## src/rtl/grab_object_ctrl.sv

```systemverilog
// Per-object slot controller feeding the grabbable-object renderer: spawn, grab, follow hook, score.
// Latency: spawn lands next cycle; grab/follow/collect commit on the cycle after startOfFrame.
// Backpressure: none; spawn is ignored while the object is grabbed or being collected.
module grab_object_ctrl #(
  parameter int OBJ_HALF_W   = 16,
  parameter int SCREEN_MAX_X = 608,
  parameter int SCREEN_MAX_Y = 448
) (
  input  logic        clk,
  input  logic        resetN,
  input  logic        startOfFrame,
  input  logic        spawn,
  input  logic [10:0] spawnX,
  input  logic [10:0] spawnY,
  input  logic [3:0]  spawnType,
  input  logic        collision,
  input  logic        hookBusy,
  input  logic [10:0] hookTipX,
  input  logic [10:0] hookTipY,
  input  logic        hookAtSurface,
  output logic [10:0] topLeftX,
  output logic [10:0] topLeftY,
  output logic [3:0]  objectType,
  output logic        grabbed,
  output logic [2:0]  pullWeight,
  output logic        scoreValid,
  output logic [7:0]  scoreValue
);

  localparam logic [10:0] MAX_X  = 11'(SCREEN_MAX_X);
  localparam logic [10:0] MAX_Y  = 11'(SCREEN_MAX_Y);
  localparam logic [10:0] HALF_W = 11'(OBJ_HALF_W);

  typedef enum logic [1:0] {
    ST_EMPTY     = 2'd0,
    ST_RESTING   = 2'd1,
    ST_GRABBED   = 2'd2,
    ST_COLLECTED = 2'd3
  } state_t;

  state_t      state_q;
  logic [10:0] x_q, y_q;
  logic [3:0]  type_q;
  logic        grabbed_q;
  logic [2:0]  weight_q;
  logic        score_vld_q;
  logic [7:0]  score_val_q;
  logic        coll_seen_q;

  logic [10:0] spawn_x_d, spawn_y_d;
  logic [10:0] follow_x_d, follow_y_d;
  logic [10:0] tip_off_x;
  logic        coll_eff;

  function automatic logic [7:0] score_of(input logic [3:0] t);
    case (t)
      4'd1:    score_of = 8'd50;
      4'd2:    score_of = 8'd100;
      4'd3:    score_of = 8'd250;
      4'd4:    score_of = 8'd10;
      default: score_of = 8'd0;
    endcase
  endfunction

  function automatic logic [2:0] weight_of(input logic [3:0] t);
    case (t)
      4'd2:    weight_of = 3'd2;
      4'd3:    weight_of = 3'd3;
      4'd4:    weight_of = 3'd4;
      default: weight_of = 3'd1;
    endcase
  endfunction

  // Clamped spawn position and hook-following position candidates.
  always_comb begin
    spawn_x_d  = (spawnX > MAX_X) ? MAX_X : spawnX;
    spawn_y_d  = (spawnY > MAX_Y) ? MAX_Y : spawnY;
    tip_off_x  = hookTipX - HALF_W;
    follow_x_d = 11'd0;
    if (hookTipX >= HALF_W) begin
      follow_x_d = (tip_off_x > MAX_X) ? MAX_X : tip_off_x;
    end
    follow_y_d = (hookTipY > MAX_Y) ? MAX_Y : hookTipY;
  end

  // A collision anywhere in the frame, including the frame-start cycle itself, counts.
  assign coll_eff = coll_seen_q | collision;

  // Object slot state machine with registered renderer and hook outputs.
  always_ff @(posedge clk or negedge resetN) begin
    if (!resetN) begin
      state_q     <= ST_EMPTY;
      x_q         <= 11'd0;
      y_q         <= 11'd0;
      type_q      <= 4'd0;
      grabbed_q   <= 1'b0;
      weight_q    <= 3'd0;
      score_vld_q <= 1'b0;
      score_val_q <= 8'd0;
      coll_seen_q <= 1'b0;
    end else begin
      score_vld_q <= 1'b0;
      score_val_q <= 8'd0;
      if (startOfFrame) begin
        coll_seen_q <= 1'b0;
      end else if (collision) begin
        coll_seen_q <= 1'b1;
      end

      case (state_q)
        ST_EMPTY, ST_RESTING: begin
          if (spawn) begin
            // A fresh object discards any collision history of the old one.
            x_q         <= spawn_x_d;
            y_q         <= spawn_y_d;
            type_q      <= spawnType;
            coll_seen_q <= 1'b0;
            state_q     <= (spawnType != 4'd0) ? ST_RESTING : ST_EMPTY;
          end else if (state_q == ST_RESTING && startOfFrame && coll_eff && !hookBusy) begin
            // Position starts tracking the hook from the next frame.
            state_q   <= ST_GRABBED;
            grabbed_q <= 1'b1;
            weight_q  <= weight_of(type_q);
          end
        end
        ST_GRABBED: begin
          if (startOfFrame) begin
            if (hookAtSurface) begin
              state_q     <= ST_COLLECTED;
              grabbed_q   <= 1'b0;
              weight_q    <= 3'd0;
              score_vld_q <= 1'b1;
              score_val_q <= score_of(type_q);
            end else begin
              x_q <= follow_x_d;
              y_q <= follow_y_d;
            end
          end
        end
        ST_COLLECTED: begin
          state_q   <= ST_EMPTY;
          type_q    <= 4'd0;
          grabbed_q <= 1'b0;
          weight_q  <= 3'd0;
        end
        default: state_q <= ST_EMPTY;
      endcase
    end
  end

  assign topLeftX   = x_q;
  assign topLeftY   = y_q;
  assign objectType = (state_q == ST_EMPTY) ? 4'd0 : type_q;
  assign grabbed    = grabbed_q;
  assign pullWeight = weight_q;
  assign scoreValid = score_vld_q;
  assign scoreValue = score_val_q;

endmodule

```

## config.mk

```make
export PLATFORM = sky130hd
export DESIGN_NAME = grab_object_ctrl
export DESIGN_NICKNAME = d
export VERILOG_FILES = /design/src/rtl/grab_object_ctrl.sv
export SDC_FILE = /design/constraint.sdc
export NUM_CORES = 1
export LEC_CHECK = 0
export ABC_AREA = 1
export CAP_MARGIN = 20
export CORE_ASPECT_RATIO = 2
export CORE_MARGIN = 3
export CORE_UTILIZATION = 25
export CTS_BUF_LIST = sky130_fd_sc_hd__clkbuf_4 sky130_fd_sc_hd__clkbuf_8 sky130_fd_sc_hd__clkbuf_16
export CTS_CLUSTER_DIAMETER = 200
export DETAILED_ROUTE_END_ITERATION = 16
export GPL_TIMING_DRIVEN = 0
export PLACE_DENSITY = 0.59
export SKIP_LAST_GASP = 1
export SYNTH_ARGS = -nofsm -noshare
export SYNTH_HDL_FRONTEND = slang
export SYNTH_SLANG_ARGS = --single-unit
export TNS_END_PERCENT = 20
```

## constraint.sdc

```tcl
create_clock -name clk -period 1.71 [get_ports clk]
set_input_delay 0.4275 -clock clk [delete_from_list [all_inputs] [get_ports clk]]
set_output_delay 0.4275 -clock clk [all_outputs]
set_load 0.01 [all_outputs]
```

==> impl_results.html, run 1 <==
<table>
<tr><th>Metric</th><th>Value</th></tr>
<tr><th colspan="2">Critical path</th></tr>
<tr><td>Kind of start point of the critical path</td><td>flop</td></tr>
<tr><td>Worst setup path category</td><td>reg -&gt; out</td></tr>
<tr><td>Critical Path End Type</td><td>primary output</td></tr>
<tr><td>Worst-path maximum fanout</td><td>4</td></tr>
<tr><td>Data arrival time of the worst path</td><td>about 1.4 ns</td></tr>
<tr><td>Data required time at the worst endpoint</td><td>about 1.3 ns</td></tr>
<tr><th colspan="2">Timing</th></tr>
<tr><td>Fmax achieved</td><td>between 500 and 600 MHz</td></tr>
<tr><td>Endpoints failing hold</td><td>0</td></tr>
<tr><td>Worst-Margin Slew</td><td>0.501 ns</td></tr>
<tr><td>Portion of the clock cycle consumed by the worst path in the final layout</td><td>108%</td></tr>
<tr><td>Min setup slack post-route</td><td>-0.130 ns</td></tr>
<tr><td>Setup repair after global routing missed its margin</td><td>true</td></tr>
<tr><td>Final slew viol count</td><td>0</td></tr>
<tr><td>Final Critical Period</td><td>~1.8 ns</td></tr>
<tr><td>Skew final</td><td>0.00979 ns</td></tr>
<tr><td>Final setup fails</td><td>4</td></tr>
<tr><td>Total Neg Setup Slack</td><td>-0.171 ns</td></tr>
<tr><td>Relative slew slack</td><td>66.2%</td></tr>
<tr><th colspan="2">Routing</th></tr>
<tr><td>Ratio of routed vias to standard cells</td><td>between 4 and 5</td></tr>
<tr><td>Detailed-router iteration count before antenna repair</td><td>4</td></tr>
<tr><td>Antenna-violating nets left</td><td>0</td></tr>
<tr><td>Detailed-route DRC error count</td><td>0</td></tr>
<tr><td>Vias</td><td>2476</td></tr>
<tr><td>Routed wire length</td><td>7720 um</td></tr>
<tr><td>Average wire length per cell after detail routing</td><td>~15 um</td></tr>
<tr><td>Violation count after the first detailed-routing iteration</td><td>between 70 and 80</td></tr>
<tr><th colspan="2">Synth</th></tr>
<tr><td>Post-Synthesis Net Count</td><td>about 370</td></tr>
<tr><td>Cell area after synthesis</td><td>roughly 0.0024 mm2</td></tr>
<tr><td>Compound-cell area share of the yosys netlist</td><td>roughly an eighth</td></tr>
<tr><td>Area fraction in and, or, nand and nor cells after synthesis</td><td>31.3%</td></tr>
<tr><td>Count of flip-flops with a built-in enable after synthesis</td><td>0</td></tr>
<tr><td>Number of distinct library cell variants in the gate-level netlist after synthesis</td><td>35</td></tr>
<tr><td>Average cell area after synthesis</td><td>slightly below 8 um2</td></tr>
<tr><td>Share of synthesized area occupied by flip-flops and latches</td><td>roughly 43%</td></tr>
<tr><td>Number of warnings reported in the yosys synthesis log</td><td>0</td></tr>
<tr><td>Async set-reset flop share out of synthesis</td><td>100%</td></tr>
<tr><td>Main combinational cell family by area after synthesis</td><td>simple AND/OR/NAND/NOR gates</td></tr>
<tr><td>Synthesized instance count</td><td>311</td></tr>
<tr><td>Main flop type after synthesis</td><td>dfrtp_1</td></tr>
<tr><td>#FFs+latches synth</td><td>slightly above 40</td></tr>
<tr><td>Post-synthesis share of cell area spent on full adders, half adders and majority gates</td><td>under 10%</td></tr>
<tr><td>Portion of netlist area occupied by mux cells</td><td>0%</td></tr>
<tr><td>XOR/XNOR Fraction of Synth Area</td><td>under 10%</td></tr>
<tr><th colspan="2">Clock tree</th></tr>
<tr><td>Root buf cell</td><td>clkbuf_16</td></tr>
<tr><td>CTS H-Tree Depth</td><td>2</td></tr>
<tr><td>Clock-pin slew reported for the worst setup and hold paths after clock tree synthesis</td><td>approximately 0.060 ns</td></tr>
<tr><td>Clock buffer depth</td><td>2</td></tr>
<tr><td>TritonCTS clock tree</td><td>built</td></tr>
<tr><td>TritonCTS buffer count</td><td>5</td></tr>
<tr><td>Clk_lat worst skew</td><td>0.29 ns</td></tr>
<tr><td>Clock Sinks</td><td>41</td></tr>
<tr><th colspan="2">Final layout</th></tr>
<tr><td>Core occupancy in the finished layout</td><td>roughly two fifths</td></tr>
<tr><td>Number of standard cells in the final layout excluding fillers</td><td>519</td></tr>
<tr><td>Signed area change from the synthesized netlist to the final layout</td><td>57.0%</td></tr>
<tr><td>Final non-filler cell area</td><td>approximately 0.0038 mm2</td></tr>
<tr><td>Diodes inserted</td><td>0</td></tr>
<tr><td>Layout fillers</td><td>between 900 and 1000</td></tr>
<tr><td>Share of final-layout standard cells stronger than drive strength 1</td><td>13.9%</td></tr>
<tr><td>Post-layout nets</td><td>~470</td></tr>
<tr><th colspan="2">Power</th></tr>
<tr><td>Power density of the placed cells</td><td>1380 mW/mm2</td></tr>
<tr><td>Worst vdd ir</td><td>between 700 and 800 uV</td></tr>
<tr><td>Static power due to leakage</td><td>about 1.7 nW</td></tr>
<tr><th colspan="2">Global route</th></tr>
<tr><td>Wire length of the first global-routing pass</td><td>12000 um</td></tr>
<tr><td>Overflow after GRT</td><td>0</td></tr>
<tr><td>Number of antenna violations at the first check in global routing</td><td>0</td></tr>
<tr><td>Vias in the first global route</td><td>2558</td></tr>
<tr><td>Combined global-route utilization of all metal layers</td><td>between 10% and 20%</td></tr>
<tr><td>Largest net degree at the start of global routing</td><td>38</td></tr>
<tr><th colspan="2">Die</th></tr>
<tr><td>Die outline area</td><td>around 0.011 mm2</td></tr>
<tr><td>Row count</td><td>49</td></tr>
<tr><td>Std-Cell Core Area</td><td>~0.009 mm2</td></tr>
<tr><td>Die width</td><td>roughly 75 um</td></tr>
<tr><td>Io pins</td><td>94</td></tr>
<tr><td>Vertical die dimension</td><td>between 100 and 150 um</td></tr>
<tr><td>Effective utilization at floorplan</td><td>about a quarter</td></tr>
<tr><th colspan="2">Worst hold path</th></tr>
<tr><td>Hold Path Class</td><td>reg -&gt; reg</td></tr>
<tr><th colspan="2">Placed design</th></tr>
<tr><td>Number of input and output port buffers inserted</td><td>about 90</td></tr>
<tr><td>Inst Count DP</td><td>between 500 and 600</td></tr>
<tr><td>GP Congestion</td><td>between 0.8 and 0.9</td></tr>
<tr><td>DP HPWL</td><td>between 6000 and 7000 um</td></tr>
<tr><td>Post-place setup slack</td><td>-0.655 ns</td></tr>
<tr><td>DP Area</td><td>roughly 0.0035 mm2</td></tr>
<tr><th colspan="2">Job</th></tr>
<tr><td>Count of max-cap constraint violations</td><td>0</td></tr>
<tr><th colspan="2">Outcome</th></tr>
<tr><td>Failing checks</td><td>setup timing</td></tr>
<tr><td>Run status</td><td>complete, but fails checks</td></tr>
</table>
==> cell usage after synthesis (2+ instances only) <==
master,n,area [um2]
o21ai_0,10,50.1
buf_6,5,56.3
nor3_1,5,25.0
dfrtp_1,41,1030
nand2_1,50,188
ha_1,3,37.5
nor2_1,55,206
nand3_1,23,115
nand4_1,17,106
nor2_2,5,31.3
o21ai_1,2,10.0
inv_1,47,176
buf_2,3,15.0
a21oi_1,17,85.1
nand2_2,2,12.5
and2_1,2,12.5
a31oi_2,6,75.1
==> stage by stage <==
step           hold WS (ns)  power [mW]
3_3_place_gp          0.469        4.00
4_1_cts               0.490        5.22
3_5_place_dp          0.263        4.03
2_1_floorplan         0.132        2.85
5_1_grt               0.483        5.55
6_report              0.483        5.19
==> sequential cells by signal, indices dropped and copies added, names as in the netlist <==
name	count
coll_seen_q	1
grabbed	1
pullWeight	3
scoreValid	1
scoreValue	7
state_q	2
topLeftX	11
topLeftY	11
type_q	4
==> metal layers <==
metal | track usage (%) | vias to the layer above | share of wire [%] | wire [um]
met5 | 0 | - | 0 | 0
met1 | 12.9 | 1165 | 32 | 2500
li1 | - | 1208 | - | -
met4 | 7.28 | 0 | 3.1 | 237
met3 | 3.83 | 18 | 6.5 | 499
met2 | 28.4 | 85 | 58 | 4480
==> report_power, final <==
part | leakage, nW | internal [mW] | switching [mW] | total (mW)
Sequential | 0.511 | 1.33 | 0.237 | 1.57
Clock | 0.0875 | 0.745 | 0.381 | 1.13
Combinational | 1.10 | 1.21 | 1.29 | 2.50
Total | 1.69 | 3.28 | 1.91 | 5.19
==> critical path, cell delays in order, from the launching register on <==
cell and delay, ns:
dfrtp_2 0.44, nor2_4 0.16, nor2_1 0.05, clkdlybuf4s50_1 0.47
==> final cells by class <==
class | count | area, um2 | area share (%)
clock buffer | 7 | 146 | 3.90
timing repair buffer | 98 | 977 | 26.0
multi-input combinational | 213 | 1180 | 31.5
clock inverter | 1 | 30.0 | 0.800
tap | 102 | 128 | 3.40
buffer | 9 | 78.8 | 2.10
inverter | 48 | 183 | 4.87
sequential | 41 | 1030 | 27.4
==> logic make-up (layout without fill, tap and decap cells) <==
kind of cell / count (synthesis) / after routing
simple gates: 164 / 165
buf+inv: 58 / 163
compound gates: 42 / 42
flops: 41 / 41
fa+ha+maj: 3 / 3
xor+xnor: 2 / 2
other cells: 1 / 1
==> path summary, 6_finish.rpt <==
kind	startpoint	to	slack [ns]	depth (start not counted)
setup / recovery	state_q[1]	objectType[0]	-0.13	3
hold / removal	pullWeight[0]	pullWeight[0]	0.48	2
setup reg to reg	state_q[1]	pullWeight[1]	0.15	7
hold reg to reg	pullWeight[0]	pullWeight[0]	0.48	2
max in group asynchronous	resetN	state_q[0]	0.77	3
min in group asynchronous	resetN	grabbed	0.51	2
==> layout by cell type, fill, tap and decap left out, types with 2 or more instances in the layout <==
master	Yosys	layout
clkdlybuf4s50_1	0	86
nor2_1	55	53
nand2_1	50	50
inv_1	47	44
dfrtp_1	41	40
nand3_1	23	19
nand4_1	17	17
a21oi_1	17	17
o21ai_0	10	9
a31oi_2	6	6
buf_6	5	5
nor2_2	5	5
buf_4	1	5
clkbuf_16	0	5
nand3_2	0	4
buf_2	3	4
nor3_1	5	4
inv_2	0	3
o21ai_1	2	3
dlygate4sd2_1	0	3
nand2_2	2	2
nor3_2	1	2
nor2_4	0	2
nand2_4	1	2
and2_1	2	2
ha_1	3	2
dlymetal6s2s_1	0	2
==> what timing repair did <==
action | 4_1_cts | 5_1_grt
pin swaps | 2 | 0
cloned | 1 | 0
buffers inserted | 2 | 2
setup endpoints to repair | 16 | 29
gates resized for setup | 21 | 4
hold buffers | 1 | 0
endpoints found under the hold margin | 4 | 0
No activity file was read; power rests on OpenSTA's default activity.
==> run 2, diff against run 1 <==
--- a/config.mk
+++ b/config.mk
@@ -6,11 +6,9 @@
 export NUM_CORES = 1
 export LEC_CHECK = 0
 export ABC_AREA = 1
-export CAP_MARGIN = 20
 export CORE_ASPECT_RATIO = 2
 export CORE_MARGIN = 3
 export CORE_UTILIZATION = 25
-export CTS_BUF_LIST = sky130_fd_sc_hd__clkbuf_4 sky130_fd_sc_hd__clkbuf_8 sky130_fd_sc_hd__clkbuf_16
 export CTS_CLUSTER_DIAMETER = 200
 export DETAILED_ROUTE_END_ITERATION = 16
 export GPL_TIMING_DRIVEN = 0
==> impl_results.html, run 2 (synthesis results as in run 1) <==
<table>
<tr><th>Metric</th><th>Value</th></tr>
<tr><th colspan="2">Global route</th></tr>
<tr><td>Largest net degree at the start of global routing</td><td>38</td></tr>
<tr><td>Grt met2 use</td><td>between 20% and 30%</td></tr>
<tr><td>Met3 global-route usage</td><td>3.83%</td></tr>
<tr><td>Met1 track demand over resource</td><td>between 10 and 15%</td></tr>
<tr><td>Vias in the first global route</td><td>2553</td></tr>
<tr><td>Overflow after GRT</td><td>0</td></tr>
<tr><td>Wire length of the first global-routing pass</td><td>roughly 12000 um</td></tr>
<tr><td>Combined global-route utilization of all metal layers</td><td>roughly 15%</td></tr>
<tr><td>Number of antenna violations at the first check in global routing</td><td>0</td></tr>
<tr><td>Most used routing layer in global routing</td><td>met2</td></tr>
<tr><th colspan="2">Outcome</th></tr>
<tr><td>Failing checks</td><td>setup timing</td></tr>
<tr><td>Run status</td><td>complete, but fails checks</td></tr>
<tr><th colspan="2">Critical path</th></tr>
<tr><td>Data arrival time of the worst path</td><td>between 1 and 1.5 ns</td></tr>
<tr><td>Data required time at the worst endpoint</td><td>1.28 ns</td></tr>
<tr><td>CP Launch Point</td><td>state_q[1]</td></tr>
<tr><td>Critical Path End Type</td><td>primary output</td></tr>
<tr><td>Start of the worst register-to-register path</td><td>state_q[1]</td></tr>
<tr><td>Reg2reg setup slack</td><td>0.15 ns</td></tr>
<tr><td>Worst setup path category</td><td>reg -&gt; out</td></tr>
<tr><td>Worst-path maximum fanout</td><td>4</td></tr>
<tr><td>Kind of start point of the critical path</td><td>flop</td></tr>
<tr><th colspan="2">Routing</th></tr>
<tr><td>Detailed-router iteration count before antenna repair</td><td>4</td></tr>
<tr><td>Antenna-violating nets left</td><td>0</td></tr>
<tr><td>Average wire length per cell after detail routing</td><td>15.0 um</td></tr>
<tr><td>Vias</td><td>2481</td></tr>
<tr><td>Violation count after the first detailed-routing iteration</td><td>66</td></tr>
<tr><td>Detailed-route DRC error count</td><td>0</td></tr>
<tr><td>Routed wire length</td><td>7760 um</td></tr>
<tr><td>Ratio of routed vias to standard cells</td><td>4.78</td></tr>
<tr><th colspan="2">Die</th></tr>
<tr><td>Die width</td><td>around 75 um</td></tr>
<tr><td>Std-Cell Core Area</td><td>between 0.009 and 0.01 mm2</td></tr>
<tr><td>Io pins</td><td>94</td></tr>
<tr><td>Effective utilization at floorplan</td><td>between 20% and 30%</td></tr>
<tr><td>Vertical die dimension</td><td>approximately 140 um</td></tr>
<tr><td>Die outline area</td><td>0.0108 mm2</td></tr>
<tr><td>Row count</td><td>49</td></tr>
<tr><th colspan="2">Placed design</th></tr>
<tr><td>DP HPWL</td><td>about 6200 um</td></tr>
<tr><td>GP Congestion</td><td>0.886</td></tr>
<tr><td>Inst Count DP</td><td>about 510</td></tr>
<tr><td>Number of input and output port buffers inserted</td><td>between 90 and 100</td></tr>
<tr><td>DP Area</td><td>0.00345 mm2</td></tr>
<tr><th colspan="2">Clock tree</th></tr>
<tr><td>TritonCTS buffer count</td><td>5</td></tr>
<tr><td>Clock Sinks</td><td>41</td></tr>
<tr><td>Root buf cell</td><td>clkbuf_16</td></tr>
<tr><td>CTS H-Tree Depth</td><td>2</td></tr>
<tr><td>Clk_lat worst skew</td><td>just under 0.3 ns</td></tr>
<tr><td>Clock buffer depth</td><td>2</td></tr>
<tr><td>Clock-pin slew reported for the worst setup and hold paths after clock tree synthesis</td><td>about 0.06 ns</td></tr>
<tr><td>TritonCTS clock tree</td><td>built</td></tr>
<tr><th colspan="2">Final layout</th></tr>
<tr><td>Diodes inserted</td><td>0</td></tr>
<tr><td>Final non-filler cell area</td><td>0.00375 mm2</td></tr>
<tr><td>Most frequent cells in the layout</td><td>86 x clkdlybuf4s50_1, 53 x nor2_1, 50 x nand2_1, 44 x inv_1, 40 x dfrtp_1</td></tr>
<tr><td>Footprint of the multi-input gates</td><td>approximately 0.0012 mm2</td></tr>
<tr><td>Post-layout nets</td><td>474</td></tr>
<tr><td>Number of standard cells in the final layout excluding fillers</td><td>a little over 500</td></tr>
<tr><td>Share of final-layout standard cells stronger than drive strength 1</td><td>13.7%</td></tr>
<tr><td>Signed area change from the synthesized netlist to the final layout</td><td>56.9%</td></tr>
<tr><td>Leading cell type in the layout, fill and taps excluded</td><td>clkdlybuf4s50_1</td></tr>
<tr><td>Layout fillers</td><td>slightly above 900</td></tr>
<tr><td>Combined flip-flop and latch cell area</td><td>0.00103 mm2</td></tr>
<tr><th colspan="2">Power</th></tr>
<tr><td>Power consumption</td><td>5.18 mW</td></tr>
<tr><td>Total internal power</td><td>3.26 mW</td></tr>
<tr><td>Power density of the placed cells</td><td>1380 mW/mm2</td></tr>
<tr><td>Combinational share of power</td><td>between 40% and 50%</td></tr>
<tr><td>Portion of total power attributed to the clock network</td><td>21.4%</td></tr>
<tr><td>Switching portion of total power</td><td>a little under two fifths</td></tr>
<tr><td>Sw Pwr</td><td>about 1.9 mW</td></tr>
<tr><td>Worst vdd ir</td><td>roughly 710 uV</td></tr>
<tr><td>Sequential group share of total power</td><td>30.2%</td></tr>
<tr><td>Static power due to leakage</td><td>around 1.7 nW</td></tr>
<tr><th colspan="2">Worst hold path</th></tr>
<tr><td>Startpoint of the lowest-slack hold path</td><td>pullWeight[0]</td></tr>
<tr><td>Hold Path Class</td><td>reg -&gt; reg</td></tr>
<tr><th colspan="2">Timing</th></tr>
<tr><td>Portion of the clock cycle consumed by the worst path in the final layout</td><td>107%</td></tr>
<tr><td>Final slew viol count</td><td>0</td></tr>
<tr><td>Skew final</td><td>0.00959 ns</td></tr>
<tr><td>Final Critical Period</td><td>1.84 ns</td></tr>
<tr><td>Setup repair after global routing missed its margin</td><td>true</td></tr>
<tr><td>Relative slew slack</td><td>between 60% and 70%</td></tr>
<tr><td>Min setup slack post-route</td><td>-0.128 ns</td></tr>
<tr><td>Final setup fails</td><td>4</td></tr>
<tr><td>Worst-Margin Slew</td><td>between 0.5 and 0.6 ns</td></tr>
<tr><td>Fmax achieved</td><td>544 MHz</td></tr>
<tr><td>Endpoints failing hold</td><td>0</td></tr>
<tr><th colspan="2">Job</th></tr>
<tr><td>Count of max-cap constraint violations</td><td>0</td></tr>
</table>
## run 2: cell counts in the layout (fill, tap and decap cells not counted)
No cell type changed its count.
## run 2: critical path: stages (launching register included)
cell and delay, ns:
dfrtp_2 0.44, nor2_4 0.16, nor2_1 0.05, clkdlybuf4s50_1 0.47
## run 2: path summary, 6_finish.rpt
kind	end	depth (start not counted)
max	objectType[0]	3
min	pullWeight[0]	2
max reg2reg	pullWeight[1]	7
min reg2reg	pullWeight[0]	2
max in group asynchronous	state_q[0]	3
min in group asynchronous	grabbed	2
## run 2: power by group through the flow
stage               combinational, mW  sequential, mW  clock [mW]
floorplan                        1.20            1.66           0
global placement                 2.43            1.57           0
detailed placement               2.47            1.56           0
CTS                              2.50            1.57        1.13
global route                     2.77            1.60        1.17
finish                           2.50            1.57        1.11
## run 2: area by class of cell
| cell class | count | area share, % |
|---|---|---|
| Inverter | 48 | 4.87 |
| Multi-Input combinational cell | 213 | 31.5 |
| Sequential cell | 41 | 27.4 |
| Clock inverter | 1 | 0.801 |
| Tap cell | 102 | 3.40 |
| Clock buffer | 7 | 3.81 |
| Timing Repair Buffer | 98 | 26.1 |
| Buffer | 9 | 2.10 |
## run 2: per-layer routing
metal	share of wire, %	vias up
li1	-	1207
met1	33	1169
met2	58	88
met3	6.4	17
met4	3.1	0
met5	0	-
## run 2: timing repair
| action | in CTS | in global routing |
|---|---|---|
| setup endpoints to repair | 16 | 29 |
| hold buffers | 1 | 0 |
| resized for setup | 21 | 4 |
| setup buffers | 2 | 2 |
| pin swaps | 2 | 0 |
| gates cloned | 1 | 0 |
| hold endpoints to repair | 4 | 0 |
## run 2: through the flow
stage	setup TNS (ns)	util, %	setup slack, ns	hold WS (ns)
finish	-0.170	41.0	-0.128	0.483
global route	-2.15	41.0	-0.166	0.483
CTS	-0.604	40.9	-0.211	0.490
detailed placement	-10.91	37.8	-0.655	0.263
global placement	-46.83	37.6	-0.904	0.469
floorplan	0	-	0.198	0.132
